<file path="config.mk">
export PLATFORM = sky130hd
export DESIGN_NAME = sram_controller_flat
export DESIGN_NICKNAME = d
export VERILOG_FILES = /design/src/rtl/sram_controller_if.sv /design/src/rtl/sram_controller.sv /design/src/flat_wrapper.sv
export SDC_FILE = /design/constraint.sdc
export NUM_CORES = 1
export LEC_CHECK = 0
export ABC_CLOCK_PERIOD_IN_PS = 3500
export CAP_MARGIN = 20
export CORE_UTILIZATION = 44
export DETAILED_ROUTE_END_ITERATION = 8
export PLACE_DENSITY = 0.8
export SLEW_MARGIN = 20
export SYNTH_ARGS = -nofsm -noshare
export SYNTH_HDL_FRONTEND = slang
export SYNTH_SLANG_ARGS = --single-unit
</file>
<file path="constraint.sdc">
create_clock -name clk -period 3.5 [get_ports clk]
set_input_delay 0.7 -clock clk [delete_from_list [all_inputs] [get_ports clk]]
set_output_delay 0.7 -clock clk [all_outputs]
set_load 0.03 [all_outputs]
</file>
<file path="src/rtl/sram_controller_if.sv">
// sram_controller_if: pipeline MEM-stage request bus plus external 16-bit SRAM pins
interface sram_controller_if;
   logic        rd_en;
   logic        wr_en;
   logic [31:0] address;
   logic [31:0] write_data;
   logic [31:0] read_data;
   logic        ready;
   logic [17:0] sram_addr;
   logic [15:0] sram_dq_out;
   logic        sram_dq_oe;
   logic [15:0] sram_dq_in;
   logic        sram_we_n;
   modport master (
      output rd_en, wr_en, address, write_data, sram_dq_in,
      input  read_data, ready, sram_addr, sram_dq_out, sram_dq_oe, sram_we_n
   );
   modport slave (
      input  rd_en, wr_en, address, write_data, sram_dq_in,
      output read_data, ready, sram_addr, sram_dq_out, sram_dq_oe, sram_we_n
   );
endinterface

</file>
<file path="src/rtl/sram_controller.sv">
// sram_controller: splits 32-bit pipeline loads/stores into two 16-bit SRAM cycles plus a settle interval
module sram_controller #(
   parameter logic [31:0] BASE_ADDR   = 32'd1024,
   parameter int unsigned WAIT_CYCLES = 2
) (
   input logic clk,
   input logic rst,
   sram_controller_if.slave bus
);
   typedef enum logic [2:0] {IDLE, LOW, HIGH, WAIT, DONE} state_t;
   state_t      state;
   logic        wr;
   logic [15:0] wdata_hi;
   logic [3:0]  cnt;
   logic [16:0] idx;
   logic        req;
   assign req       = bus.rd_en | bus.wr_en;
   assign idx       = 17'((bus.address - BASE_ADDR) >> 2);
   assign bus.ready = (state == IDLE) ? ~req : (state == DONE);
   // SRAM pins are registered one state ahead so they are valid throughout LOW and HIGH
   always_ff @(posedge clk or posedge rst)
      if (rst) begin
         state           <= IDLE;
         wr              <= 1'b0;
         wdata_hi        <= '0;
         cnt             <= '0;
         bus.read_data   <= '0;
         bus.sram_addr   <= '0;
         bus.sram_dq_out <= '0;
         bus.sram_dq_oe  <= 1'b0;
         bus.sram_we_n   <= 1'b1;
      end else
         case (state)
            IDLE: if (req) begin
               state           <= LOW;
               wr              <= bus.wr_en;
               wdata_hi        <= bus.write_data[31:16];
               bus.sram_addr   <= {idx, 1'b0};
               bus.sram_dq_out <= bus.write_data[15:0];
               bus.sram_we_n   <= ~bus.wr_en;
               bus.sram_dq_oe  <= bus.wr_en;
            end
            LOW: begin
               state            <= HIGH;
               bus.sram_addr[0] <= 1'b1;
               if (wr) bus.sram_dq_out <= wdata_hi;
               else bus.read_data[15:0] <= bus.sram_dq_in;
            end
            HIGH: begin
               state          <= (WAIT_CYCLES > 0) ? WAIT : DONE;
               cnt            <= 4'(WAIT_CYCLES - 1);
               bus.sram_we_n  <= 1'b1;
               bus.sram_dq_oe <= 1'b0;
               if (!wr) bus.read_data[31:16] <= bus.sram_dq_in;
            end
            WAIT: begin
               state <= (cnt == 4'd0) ? DONE : WAIT;
               cnt   <= (cnt == 4'd0) ? cnt : cnt - 4'd1;
            end
            default: state <= IDLE;
         endcase
endmodule
</file>
<file path="src/flat_wrapper.sv">
// flat-port wrapper written by rule: the top's interface ports become plain ports
module sram_controller_flat 
#(
   parameter logic [31:0] BASE_ADDR   = 32'd1024,
   parameter int unsigned WAIT_CYCLES = 2
)
  (clk, rst, bus_rd_en, bus_wr_en, bus_address, bus_write_data, bus_sram_dq_in, bus_read_data, bus_ready, bus_sram_addr, bus_sram_dq_out, bus_sram_dq_oe, bus_sram_we_n);
  sram_controller_if bus_i ();
  input logic clk;
  input logic rst;
  input wire logic [$bits(bus_i.rd_en)-1:0] bus_rd_en;
  input wire logic [$bits(bus_i.wr_en)-1:0] bus_wr_en;
  input wire logic [$bits(bus_i.address)-1:0] bus_address;
  input wire logic [$bits(bus_i.write_data)-1:0] bus_write_data;
  input wire logic [$bits(bus_i.sram_dq_in)-1:0] bus_sram_dq_in;
  output wire logic [$bits(bus_i.read_data)-1:0] bus_read_data;
  output wire logic [$bits(bus_i.ready)-1:0] bus_ready;
  output wire logic [$bits(bus_i.sram_addr)-1:0] bus_sram_addr;
  output wire logic [$bits(bus_i.sram_dq_out)-1:0] bus_sram_dq_out;
  output wire logic [$bits(bus_i.sram_dq_oe)-1:0] bus_sram_dq_oe;
  output wire logic [$bits(bus_i.sram_we_n)-1:0] bus_sram_we_n;
  assign bus_i.rd_en = bus_rd_en;
  assign bus_i.wr_en = bus_wr_en;
  assign bus_i.address = bus_address;
  assign bus_i.write_data = bus_write_data;
  assign bus_i.sram_dq_in = bus_sram_dq_in;
  assign bus_read_data = bus_i.read_data;
  assign bus_ready = bus_i.ready;
  assign bus_sram_addr = bus_i.sram_addr;
  assign bus_sram_dq_out = bus_i.sram_dq_out;
  assign bus_sram_dq_oe = bus_i.sram_dq_oe;
  assign bus_sram_we_n = bus_i.sram_we_n;
  sram_controller #(.BASE_ADDR(BASE_ADDR), .WAIT_CYCLES(WAIT_CYCLES)) u_core (.clk(clk), .rst(rst), .bus(bus_i));
endmodule
</file>
==> key figures <==
Outcome
  – Status: finished, final reports clean

Timing
  – Worst Max-Slew Pin Slew: just over 800 ps
  – RSZ-0062 raised after global routing: no
  – Final clock skew: approximately 6.7 ps
  – Final hold viol count: 0
  – Tcrit/Tclk final: between 80% and 90%
  – Fin Hold WS: 491.7 ps
  – Max Slew Vio Count: 0
  – Final setup viols: 0
  – Setup TNS: 0 ps
  – Achievable Freq: 0.3463 GHz
  – Slew HR: between 40% and 50%
  – Post-route minimum period: around 2900 ps

Yosys
  – Synth warn: 0
  – Most area-hungry cell type in the Yosys netlist: dfrtp_1
  – Post-synth ARST share: 100.0%
  – Post-Syn Area per Cell: 14.32 um2
  – Post-synth net total: approximately 370
  – Post-synth EDFFs: 0
  – Synth top area share: 56.79%
  – Number of synthesized register bits: slightly above 90
  – Register area share after synthesis: 57.44%
  – Most used DFF post-synth: dfrtp_1
  – Cell variety after synth: slightly above 50
  – Area contributors post-synth: dfrtp_1, mux2_2, mux2_4, o21ai_0, buf_4
  – Post-Synthesis Cells: between 200 and 300
  – Mapped cell area: 4010 um2

Floorplan
  – Initial Util: 45.76%
  – Die Area: roughly 9500 um2
  – Die Height: a little under 100 um
  – I/O pins: 153
  – Row Count: 34
  – Die width: 97.47 um
  – Core area: 8763 um2

Drt
  – Post-Route WL: 8577 um
  – First-pass DRT Iterations: 4
  – Initial DRC Count: 78
  – DRC viols: 0
  – Vias per cell: 5.193
  – Per-cell routed wire length: 16.06 um
  – Antenna-violating nets left: 0
  – Vias: 2773

Clock tree
  – Hold buffer count at cts: 0
  – CTS max path bufs: 2
  – Clk_lat worst skew: 350 ps
  – TritonCTS Buffers: 9
  – Clock Pin Slew Worst Setup and Hold Paths: 80 ps
  – H-tree depth: 3
  – CTS sink cnt: a little over 90
  – CTS tree: yes
  – Clock Root Buffer: clkbuf_8
  – CTS resizes: 0
  – Post-CTS setup buffer count: 0

Finish
  – FF+latch area: around 2300 um2
  – Final net count: about 510
  – Diode count: 0
  – Fraction of layout cells with a size suffix above 1: 27.46%
  – Fill count: 677
  – Final core utilization: 64.85%
  – Layout area overhead: 41.72%
  – Multi-input gate area: 1575 um2

Job
  – Max_cap viols: 0

Critical path
  – CP Buf/Inv Count: 2
  – Critical path arrival: approximately 2200 ps
  – CP max stage delay: 670 ps
  – CP top delay family: buffers and inverters
  – Worst Setup Path Type: in2out
  – Slowest-stage cell, CP: clkdlybuf4s50_1
  – Required @ worst endpoint: 2800 ps
  – Cells along the critical path: clkdlybuf4s50_1, nor2_1, o21a_1, clkdlybuf4s50_1
  – Type of origin of the critical path: primary input
  – Worst Setup End Kind: output pin
  – Most used cell, CP: clkdlybuf4s50_1
  – Crit Path Max Fanout: 5

Place
  – Placer Congestion: 0.7329
  – Input/output buffers: 137
  – Post-DP HPWL: 6139 um

Global route
  – Vias in the first global route: 2991
  – Antenna violations before repair: 0
  – All-Layer GR Usage: 19.32%
  – Total gr overflow: 0
  – Global-route wire length before repair: 14580 um
  – Pin count of the biggest net entering global routing: 59

Min path
  – HP Class: reg2reg

Pwr
  – Cell Pwr Density: 975.3 nW/um2
  – Leakage power: 2.324 nW
  – VDD IR-drop max: roughly 0.49 mV
[through the flow]
stage / instances / instance area, um2 / power [mW] / setup WS, ps
2_1_floorplan: 280 / 4010 / 3.755 / 409.7
3_3_place_gp: 519 / 5478 / 4.762 / 593.2
4_1_cts: 534 / 5683 / 5.602 / 584.8
3_5_place_dp: 519 / 5478 / 4.845 / 598.7
6_report: 534 / 5683 / 5.543 / 612.2
5_1_grt: 534 / 5683 / 5.869 / 528.9
[cell families after synthesis]
kind of cell / Yosys count / share of synthesized area, %
flops: 92 / 57.44
mux: 89 / 25.90
compound gates: 40 / 6.490
simple gates: 36 / 6.053
buf+inv: 20 / 3.276
fa+ha+maj: 2 / 0.6239
xor+xnor: 1 / 0.2184
[where the power goes]
group	switching, mW	internal (mW)	total, mW
Combinational	1.44	1.43	2.87
Clock	0.349	0.396	0.745
Sequential	0.330	1.60	1.93
Total	2.12	3.42	5.54
[final cells by class]
type                            count  area share, %
Sequential cell                    92          40.53
Timing Repair Buffer              144          25.28
Clock buffer                       10          2.246
Tap cell                          108          2.378
Multi-Input combinational cell    168          27.72
Clock inverter                      5          1.365
Inverter                            7         0.4844
[state kept, by name (all words and copies together), names as in the netlist]
| signal | flops |
|---|---|
| u_core.bus.read_data | 32 |
| u_core.bus.sram_addr | 18 |
| u_core.bus.sram_dq_out | 16 |
| u_core.wdata_hi | 16 |
| u_core.cnt | 4 |
| u_core.state | 3 |
| u_core.bus.sram_dq_oe | 1 |
| u_core.bus.sram_we_n | 1 |
| u_core.wr | 1 |
[Yosys cell counts (all sizes together), types with 2 or more instances]
library cell	instances
or2	2
o31ai	2
mux2	88
nand2b	2
a31oi	5
a22o	2
a21oi	7
buf	13
or3	3
nor3	4
inv	7
dfrtp	91
o22a	2
o21ai	12
ha	2
or4	3
nor3b	2
nand2	4
nor2	9
[final timing paths]
check,from,endpoint,slack (ps),cells past startpoint
min,u_core.wdata_hi[6],u_core.wdata_hi[6],490,1
max,bus_wr_en,bus_ready,610,4
max reg2reg,u_core.state[1],u_core.bus.read_data[25],1300,3
max in group asynchronous,rst,u_core.bus.sram_we_n,2040,3
min reg2reg,u_core.wdata_hi[6],u_core.wdata_hi[6],490,1
min in group asynchronous,rst,u_core.bus.sram_addr[15],710,2
[cells in the final DEF, fill, tap and decap left out, types with 3 or more instances in the layout]
cell	synthesis	layout
clkdlybuf4s50_1	0	137
dfrtp_1	91	91
mux2_2	75	75
o21ai_0	12	12
mux2_4	10	10
clkbuf_8	0	9
nor2_1	8	8
a21oi_1	7	7
inv_1	7	6
buf_4	5	6
a31oi_1	5	5
nand2_1	4	4
mux2_1	3	3
clkinv_2	0	3
or4_1	3	3
[metal layers]
| layer | GRT usage (%) | wire length [um] | up-vias |
|---|---|---|---|
| li1 | - | - | 1299 |
| met1 | 24.88 | 3736 | 1351 |
| met2 | 30.72 | 3983 | 110 |
| met3 | 5.971 | 725 | 13 |
| met4 | 7.127 | 132 | 0 |
| met5 | 0 | 0 | - |
(Power assumes the default switching activity.)
==> variant (config.mk and constraints unchanged) <==
Encoding of `state_t`: now one-hot (5 bits for 5 states).
--- a/src/rtl/sram_controller.sv
+++ b/src/rtl/sram_controller.sv
@@ -8,5 +8,5 @@
    sram_controller_if.slave bus
 );
-   typedef enum logic [2:0] {IDLE, LOW, HIGH, WAIT, DONE} state_t;
+   typedef enum logic [4:0] {IDLE = 5'b00001, LOW = 5'b00010, HIGH = 5'b00100, WAIT = 5'b01000, DONE = 5'b10000} state_t;
    state_t      state;
    logic        wr;
Behaviour: same outputs for any inputs over 10 cycles, from zero or initial values and one cycle with rst high; not proved beyond that.
==> variant against the original RTL <==
Final cell count grew 8.4%; design area is 2.3% higher; sequential cell count increased by 2; synthesized area increased by 3.6%; die area rose by 3.6%; setup slack gained 0.20 ns; sequential power grew 2%; combinational power up 9.1%; global-route usage up 1.7 points; synthesized cell count is 18% higher; maximum frequency up 7.4%; largest cell class unchanged; routed wire length rose by 17%; power grew 5.3%.
==> variant: results <==
metrics = {
    "status": {
        "outcome": "complete, no violations",
    },
    "logic_synthesis": {
        "synth_nets": 417,
        "ys_seq_area_share_pct": 56.7,
        "muxShareOfSynthArea_pct": 17.6,
        "synth_xor_xnor_area_share_pct": 0.422,
        "synth_compound_area_share_pct": 8.52,
        "yosys.area_share.adder_pct": 0.602,
        "yosysWarnings": 0,
        "synthTopCellsByCount": "dfrtp_1, mux2_2, inv_1",
        "synthArstFlopShare_pct": 100,
        "synthDistinctLibCells": 45,
        "yosys-top-cells-area": "dfrtp_1, mux2_2, mux2_4",
    },
    "place": {
        "gp_routability_congestion": 0.795,
        "io_buffers": 137,
        "place_ws_ns": 0.687,
        "dp_hpwl_um": 6950,
    },
    "setup_path": {
        "critPathArrivalTime_ns": 1.99,
        "crit_fanout": 11,
        "slowest_delay_ns": 0.64,
        "critical-path-top-delay-family": "simple AND/OR/NAND/NOR gates",
        "crit_slowest_cell": "dfstp_2",
    },
    "layout": {
        "drive_gt1_share_pct": 20.1,
        "antenna_cells": 0,
        "nets": 549,
        "top_regs": "u_core.bus.read_data (32), u_core.bus.sram_addr (18)",
        "fill_cells": 746,
    },
    "power_and_ir_drop": {
        "p_int_mw": 3.42,
        "peakVddDrop_v": 0.000442,
        "leakagePower_nw": 2.45,
    },
    "sta": {
        "fin_skew_ns": 0.0107,
        "slew_headroom_pct": 34.7,
    },
    "global_routing": {
        "antenna_found_initial": 0,
        "grt_start_max_net_pins": 81,
        "first_global_vias": 3233,
        "gr-usage-all-layers_pct": 21.0,
        "grt_pass1_wl_um": 16200,
    },
    "drt": {
        "drt-total-wl_um": 10100,
        "viasPerCell": 5.56,
        "drtIter0Drc": 116,
    },
    "clock_network": {
        "postCtsSetupBuffers": 0,
        "clock_path_buffers": 2,
        "numCtsBuffers": 9,
    },
}
[variant: cell types whose count changed after synthesis, moves of 15 or more]
cell / before / now
mux2_2: 75 / 49
nor4_1: 1 / 18
a311oi_1: 0 / 16
inv_1: 7 / 23
nor3_1: 1 / 17
clkbuf_1: 0 / 15
[variant: metal layers]
metal / track usage, % / vias up / part of all wire, %
li1: - / 1478 / -
met1: 27.3 / 1602 / 44
met2: 34.4 / 128 / 49
met3: 4.22 / 13 / 6.1
met4: 9.05 / 0 / 1.4
met5: 0 / - / 0
[variant: worst paths after layout]
kind,from,to,slack [ns],cells past startpoint
worst max-delay path,u_core.state[0]$_DFFE_PP1P_,bus_ready,0.81,4
worst min-delay path,u_core.bus.sram_addr[0]$_DFFE_PP0P_,u_core.bus.sram_addr[0]$_DFFE_PP0P_,0.48,1
worst max register to register,u_core.state[0]$_DFFE_PP1P_,u_core.wdata_hi[14]$_DFFE_PP0P_,1.16,5
worst min register to register,u_core.bus.sram_addr[0]$_DFFE_PP0P_,u_core.bus.sram_addr[0]$_DFFE_PP0P_,0.48,1
max in group asynchronous,rst,u_core.bus.sram_addr[14]$_DFFE_PP0P_,1.84,3
min in group asynchronous,rst,u_core.wr$_DFFE_PP0P_,0.91,2
[variant: metrics by stage]
| step | power (mW) | instances | instance area, sq um | hold slack, ns |
|---|---|---|---|---|
| finish | 5.84 | 579 | 5810 | 0.483 |
| global route | 6.15 | 579 | 5810 | 0.519 |
| CTS | 5.88 | 579 | 5810 | 0.487 |
| detailed placement | 5.13 | 563 | 5610 | 0.467 |
| global placement | 5.03 | 563 | 5610 | 0.465 |
| floorplan | 3.91 | 331 | 4160 | 0.462 |
[variant: power by group through the flow]
stage / registers [mW] / logic [mW] / clock network (mW)
detailed placement: 1.98 / 3.15 / 0
finish: 1.97 / 3.13 / 0.740
global placement: 1.95 / 3.08 / 0
global route: 2.03 / 3.32 / 0.809
CTS: 1.96 / 3.15 / 0.767
floorplan: 2.69 / 1.21 / 0
[variant: cells by family (layout without fill, tap and decap cells)]
family / Yosys count / count (layout)
flops: 94 / 94
simple gates: 73 / 73
mux: 62 / 62
compound gates: 50 / 50
buf+inv: 48 / 185
fa+ha+maj: 2 / 2
xor+xnor: 2 / 2
[variant: layout make-up]
cell class	count	area, sq um	share of cell area (%)
Multi-Input combinational cell	189	1580	27.2
Clock inverter	6	68.8	1.18
Inverter	24	92.6	1.59
Timing Repair Buffer	145	1440	24.8
Tap cell	111	139	2.39
Sequential cell	94	2350	40.5
Clock buffer	10	138	2.37
